## src/rtl/trail_ram_arbiter.sv

```systemverilog
// trail_ram_arbiter: round-robin trail RAM write arbiter for two players with a full-RAM clear sweep.
// The clear engine is built only when TRAIL_ARB_CLEAR_EN is defined.
module trail_ram_arbiter #(
  parameter int ADDR_W = 19,
  parameter int DATA_W = 8,
  parameter int NUM_PIXELS = 307200,
  parameter logic [DATA_W-1:0] CLEAR_VALUE = 8'h00
) (
  input  logic              CLOCK_50,
  input  logic              reset,
  input  logic              clear_start,
  input  logic              req1,
  input  logic [ADDR_W-1:0] addr1,
  input  logic [DATA_W-1:0] data1,
  output logic              gnt1,
  input  logic              req2,
  input  logic [ADDR_W-1:0] addr2,
  input  logic [DATA_W-1:0] data2,
  output logic              gnt2,
  output logic              wren,
  output logic [ADDR_W-1:0] wraddress,
  output logic [DATA_W-1:0] data,
  output logic              clear_busy,
  output logic              clear_done,
  output logic              conflict
);
  logic last, go, clr_wr;
  logic [ADDR_W-1:0] clr_addr;
`ifdef TRAIL_ARB_CLEAR_EN
  localparam logic CLEAR = 1'b0, ARB = 1'b1;
  logic state, sweep_end;
  assign go = state == ARB && !clear_start;
  assign clr_wr = state == CLEAR && !sweep_end;
  // sweep_end marks the idle cycle after the last clear write, before grants resume
  always_ff @(posedge CLOCK_50 or posedge reset)
    if (reset) begin
      state <= CLEAR;
      clr_addr <= '0;
      sweep_end <= 1'b0;
      clear_busy <= 1'b1;
      clear_done <= 1'b0;
    end else begin
      clear_busy <= clr_wr;
      clear_done <= state == CLEAR && sweep_end;
      if (state == ARB) begin
        if (clear_start) begin
          state <= CLEAR;
          clr_addr <= '0;
        end
      end else if (sweep_end) begin
        state <= ARB;
        sweep_end <= 1'b0;
      end else begin
        sweep_end <= clr_addr == ADDR_W'(NUM_PIXELS - 1);
        clr_addr <= clr_addr == ADDR_W'(NUM_PIXELS - 1) ? clr_addr : clr_addr + 1'b1;
      end
    end
`else
  logic unused_cfg;
  assign unused_cfg = clear_start ^ NUM_PIXELS[0];
  assign go = 1'b1;
  assign clr_wr = 1'b0;
  assign clr_addr = '0;
  assign clear_busy = 1'b0;
  assign clear_done = 1'b0;
`endif
  // last = 1 means player 2 was served most recently
  assign gnt1 = go && req1 && (!req2 || last);
  assign gnt2 = go && req2 && (!req1 || !last);
  always_ff @(posedge CLOCK_50 or posedge reset)
    if (reset) begin
      last <= 1'b1;
      wren <= 1'b0;
      wraddress <= '0;
      data <= '0;
      conflict <= 1'b0;
    end else begin
      if (gnt1 || gnt2) last <= gnt2;
      wren <= clr_wr || gnt1 || gnt2;
      wraddress <= clr_wr ? clr_addr : gnt1 ? addr1 : addr2;
      data <= clr_wr ? CLEAR_VALUE : gnt1 ? data1 : data2;
      conflict <= go && req1 && req2 && addr1 == addr2;
    end
endmodule
```

## config.mk

```make
export PLATFORM = sky130hd
export DESIGN_NAME = trail_ram_arbiter
export DESIGN_NICKNAME = d
export VERILOG_FILES = /design/src/rtl/trail_ram_arbiter.sv
export SDC_FILE = /design/constraint.sdc
export NUM_CORES = 1
export LEC_CHECK = 0
export CAP_MARGIN = 20
export CORE_UTILIZATION = 38
export DETAILED_ROUTE_END_ITERATION = 10
export PLACE_DENSITY = 0.86
export SLEW_MARGIN = 20
export SYNTH_ARGS = -nofsm -noshare
export SYNTH_HDL_FRONTEND = slang
export SYNTH_SLANG_ARGS = --single-unit
```

## constraint.sdc

```tcl
create_clock -name CLOCK_50 -period 3.9 [get_ports CLOCK_50]
set_clock_uncertainty 0.15 [all_clocks]
set_input_delay 0.78 -clock CLOCK_50 [delete_from_list [all_inputs] [get_ports CLOCK_50]]
set_output_delay 0.78 -clock CLOCK_50 [all_outputs]
set_load 0.01 [all_outputs]
```

**Yosys cells after proc, flatten, opt, wreduce, memory -nomap -nowiden**

Index checks and enable logic that the tools add are counted.

- Multiplexer cells: 2
- Reduce and logical (&&, ||, !) cells: 10
- Equal/unequal tests: 1

Operators with widths:

| kind | number |
|---|---|
| $eq 19x19->1 | 1 |
| $mux 19 | 1 |
| $mux 8 | 1 |
| $logic_and 1x1->1 | 4 |
| $logic_not 1->1 | 3 |
| $logic_or 1x1->1 | 3 |

- Output and inout port bits: 33
- Word-level logic and storage cells: 18
- Register bits after elaboration: 30
- Input bits: 59

**Logic depth before layout (Yosys ltp)**

- Depth in word-level cells: 4
- Mapped depth: 4
- Mapped depth without buffers: 4

**Worst setup path after synthesis**

No wires, ideal clock.

- Path kind: input to output
- From: in req2
- To: out gnt1
- Data required time: 2,970 ps
- Slack: 1,502 ps
- Stages on the path: 4
- Arrival time: 1,468 ps
- Path buffers: 1
- Path through: inv_1 -> o21ai_2 -> buf_4 -> inv_1

- Word-level cells in the longest chain between the ends: 3

RTL lines:

| item | RTL line | RTL |
|---|---|---|
| start: declaration | 16 | `input logic req2,` |
| $logic_not 1->1 | 68 | `assign gnt1 = go && req1 && (!req2 \|\| last);` |
| $logic_or 1x1->1 | 68 |  |
| $logic_and 1x1->1 | 68 |  |
| end: declaration | 15 | `output logic gnt1,` |

No other way between the ends.

**Worst setup path in the final report**

Ends and elaborated chain as after synthesis.

==> out/metrics.sh <==
ROUTED_WL_UM=3350
R2R.WORST_PATH.CELLS=3
MULTI_INPUT_COMB_AREA_UM2=557
MAXCAPVIOLCOUNT=0
FINALCRITICALPERIOD_NS=3.03
CRIT-REG2REG-LAUNCH='last'
GRT_MAX_DEGREE=31
CLOCK_TREE.HTREE_LEVEL_COUNT=2
CORE_AREA_UM2=3360
WORSTMARGINPINSLEW_NS=0.618
DRT.ANTENNA.VIOLATING_NETS=0
AREA.SEQUENTIAL_UM2=752
MAXCLOCKFREQUENCY_MHz=331
DIODE_INSERTION_COUNT_FOR_ANTENNA_REPAIR=0
CLOCK_NETWORK_LATENCY_TO_THE_LATER_PIN_OF_THE_WORST_SKEW_PAIR_NS=0.32
MIN_PATH_TYPE='reg -> reg'
CTS.REPAIR.RESIZED=0
FINALSETUPVIOLCOUNT=0
RESULT_OF_THE_RUN='completed'
AREAGROWTHSYNTHTOFINISH_PCT=72.8
ROW_COUNT=21
TIMING.HOLD.WORST.START='last'
DPL_WORST_SLACK_NS=0.859
R2R_SETUP_SLACK_NS=2.36
SYNTH_AREA_UM2=1350
SYNTH.YOSYS.SEQ_AREA_SHARE_PCT=55.9
FINAL.FILL_COUNT=267
CTS.HOLD.BUFFERS_ADDED=0
CTS-BUFFERS-INSERTED=5
START_UTIL_PCT=40.0
TOP_AREA_CELL_TYPE_SHARE_OF_THE_NETLIST_AREA_PCT=53.9
FIRST_GLOBAL_VIAS=1064
WIRE_LENGTH_OF_THE_FIRST_GLOBAL_ROUTING_PASS_UM=4860
CRIT_SHARE_POST_ROUTE_PCT=77.6
POWER.DENSITY_CELL_AREA_nW_PER_UM2=323
POST_DRT_VIA_CELL_RATIO=4.51
YS_FF_LATCH=30
MOSTFREQUENTLAYOUTCELL='clkdlybuf4s50_1'
NUMBER_OF_PORTS_PLACED_ON_THE_DIE_BOUNDARY=92
HOLD_PATH_DEPTH=2
IO_BUFFER_COUNT=88
CLOCK-ROOT-BUFFER='clkbuf_4'
START_KIND='primary input'
FINAL_NET_COUNT=248
LEADING_CELL_TYPES_BY_TOTAL_AREA_AFTER_SYNTHESIS='dfrtp_1 (54%), mux2_2 (23%), xnor2_1 (11%)'
WORST_HOLD_PATH_ENDPOINT='last'
GRT_SETUP_UNREPAIRED='no'
WORSTSETUPENDPOINTTYPE='primary output'
TIMING.CRITICAL_PATH.FANOUT_MAX=4
WORSTSETUPPATHTYPE='in -> out'
WORST_SETUP_HOLD_PATH_CLK_SLEW_NS=0.09
FINAL_HOLD_VIOLATION_COUNT=0
PEAKVDDDROP_mV=0.150
AVGSYNTHCELLAREA_UM2=14.0
MAXSLEWVIOLCOUNT=0
REGTOREGENDPOINT='wraddress[16]'
GLOBALPLACE.CONGESTION=0.666
ANTENNA_VIOLATIONS_BEFORE_REPAIR=0
YS.WARNINGS.COUNT=0
WL_PER_CELL_UM=14.2
POST-CTS-SETUP-BUFFER-COUNT=0
CRITPATHREQUIREDTIME_NS=2.97
NETLIST-CELL-TYPE-COUNT=16
FIN_SETUP_TNS_NS=0
NETLIST.TOP_CELL.BY_AREA='dfrtp_1'
FINAL_LAYOUT_SIZE_SUFFIX_GT1_SHARE_PCT=21.1
DRC_VIOLATION_COUNT_AFTER_ROUTING=0
LEAKAGEPOWER_nW=0.921
GLOBALROUTEOVERFLOWTOTAL=0
DRTITER0DRC=24
DIE_HEIGHT_UM=61.5
CLOCK-SINKS=30
DIE_W_UM=61.5
DETAILEDPLACEMENTHPWL_UM=2640
LAYOUT.CELLS.MOST_COMMON_LIST='clkdlybuf4s50_1 (88), dfrtp_1 (29), mux2_2 (27)'
MAXSLEWHEADROOM_PCT=58.8
LAYOUT_SETUP_WS_NS=0.874
WORST_EP_ARRIVAL_TIME_NS=2.10
CTS_TREE='built'
CTS_BUFFER_DEPTH=2
DRT-PASS1-ITER-COUNT=3
SYNTHESIS.INSTANCES=96
DIEAREA_UM2=3780
VIAS=1065
GLOBAL_ROUTE.USAGE.TOTAL_PCT=18.7
cell families (layout without fill, tap and decap cells):
family,count (synthesis),after routing,synth area share (%)
AOI/OAI and AO/OA,3,3,1.39
xor gates and xnor gates,19,19,12.4
buffers and inverters,7,100,3.07
DFF,30,30,55.9
muxes,27,27,22.6
other,1,2,0.279
and+or+nand+nor,9,9,4.46
power breakdown:
part	switching, W	leakage [nW]	internal (W)	total [W]
combinational	0.0000732	0.536	0.000139	0.000212
clock	0.000103	0.0353	0.0000873	0.000190
sequential	0.00000886	0.349	0.000340	0.000348
cell usage after synthesis:
cell      n
a21oi_1   2
buf_4     4
conb_1    1
dfrtp_1  29
dfstp_2   1
inv_1     3
mux2_2   27
nand3_1   1
nand4_1   4
nor2_1    1
nor4_2    1
o21ai_2   1
or2_2     1
or4_1     1
xnor2_1  17
xor2_1    2
through the flow:
step / std cells / area [um^2] / power (W) / hold WS, ns / utilization, %
floorplan: 97 / 1350 / 0.000438 / 0.337 / -
global placement: 228 / 2270 / 0.000564 / 0.350 / 67.4
detailed placement: 228 / 2270 / 0.000569 / 0.358 / 67.4
CTS: 236 / 2330 / 0.000762 / 0.371 / 69.2
global route: 236 / 2330 / 0.000796 / 0.420 / 69.2
finish: 236 / 2330 / 0.000750 / 0.368 / 69.2
worst max-delay path by stage:
| stage | end | cells past startpoint | start | slack (ns) |
|---|---|---|---|---|
| 2_1_floorplan | gnt1 | 4 | req2 | 1.50 |
| 3_3_place_gp | gnt1 | 5 | req2 | 0.86 |
| 3_5_place_dp | gnt1 | 5 | req2 | 0.86 |
| 4_1_cts | gnt1 | 5 | req2 | 0.85 |
| 5_1_grt | gnt1 | 5 | req2 | 0.78 |
| 6_report | gnt1 | 5 | req2 | 0.87 |
worst max-delay path, stage by stage:
cell and delay [ns]:
clkdlybuf4s50_1 0.52, inv_1 0.08, o21ai_2 0.16, inv_1 0.05
clkdlybuf4s50_1 0.51
flip-flops by register name, indices dropped and copies added, names as in the netlist:
name and count:
last 1, data 8, wren 1, conflict 1, wraddress 19
final cells by class:
cell class	instances	share of cell area (%)
tap	46	2.47
sequential	30	32.3
clock buffer	7	2.37
timing repair buffer	89	38.2
multi-input combinational	60	23.9
inverter	3	0.484
clock inverter	1	0.215
layer usage:
layer | vias up | GRT usage, % | routed length, um
met1 | 488 | 21.2 | 1280
met2 | 60 | 31.2 | 1650
met3 | 6 | 8.40 | 384
li1 | 511 | - | -
met5 | - | 0 | 0
met4 | 0 | 6.35 | 40
(Power assumes the default switching activity.)
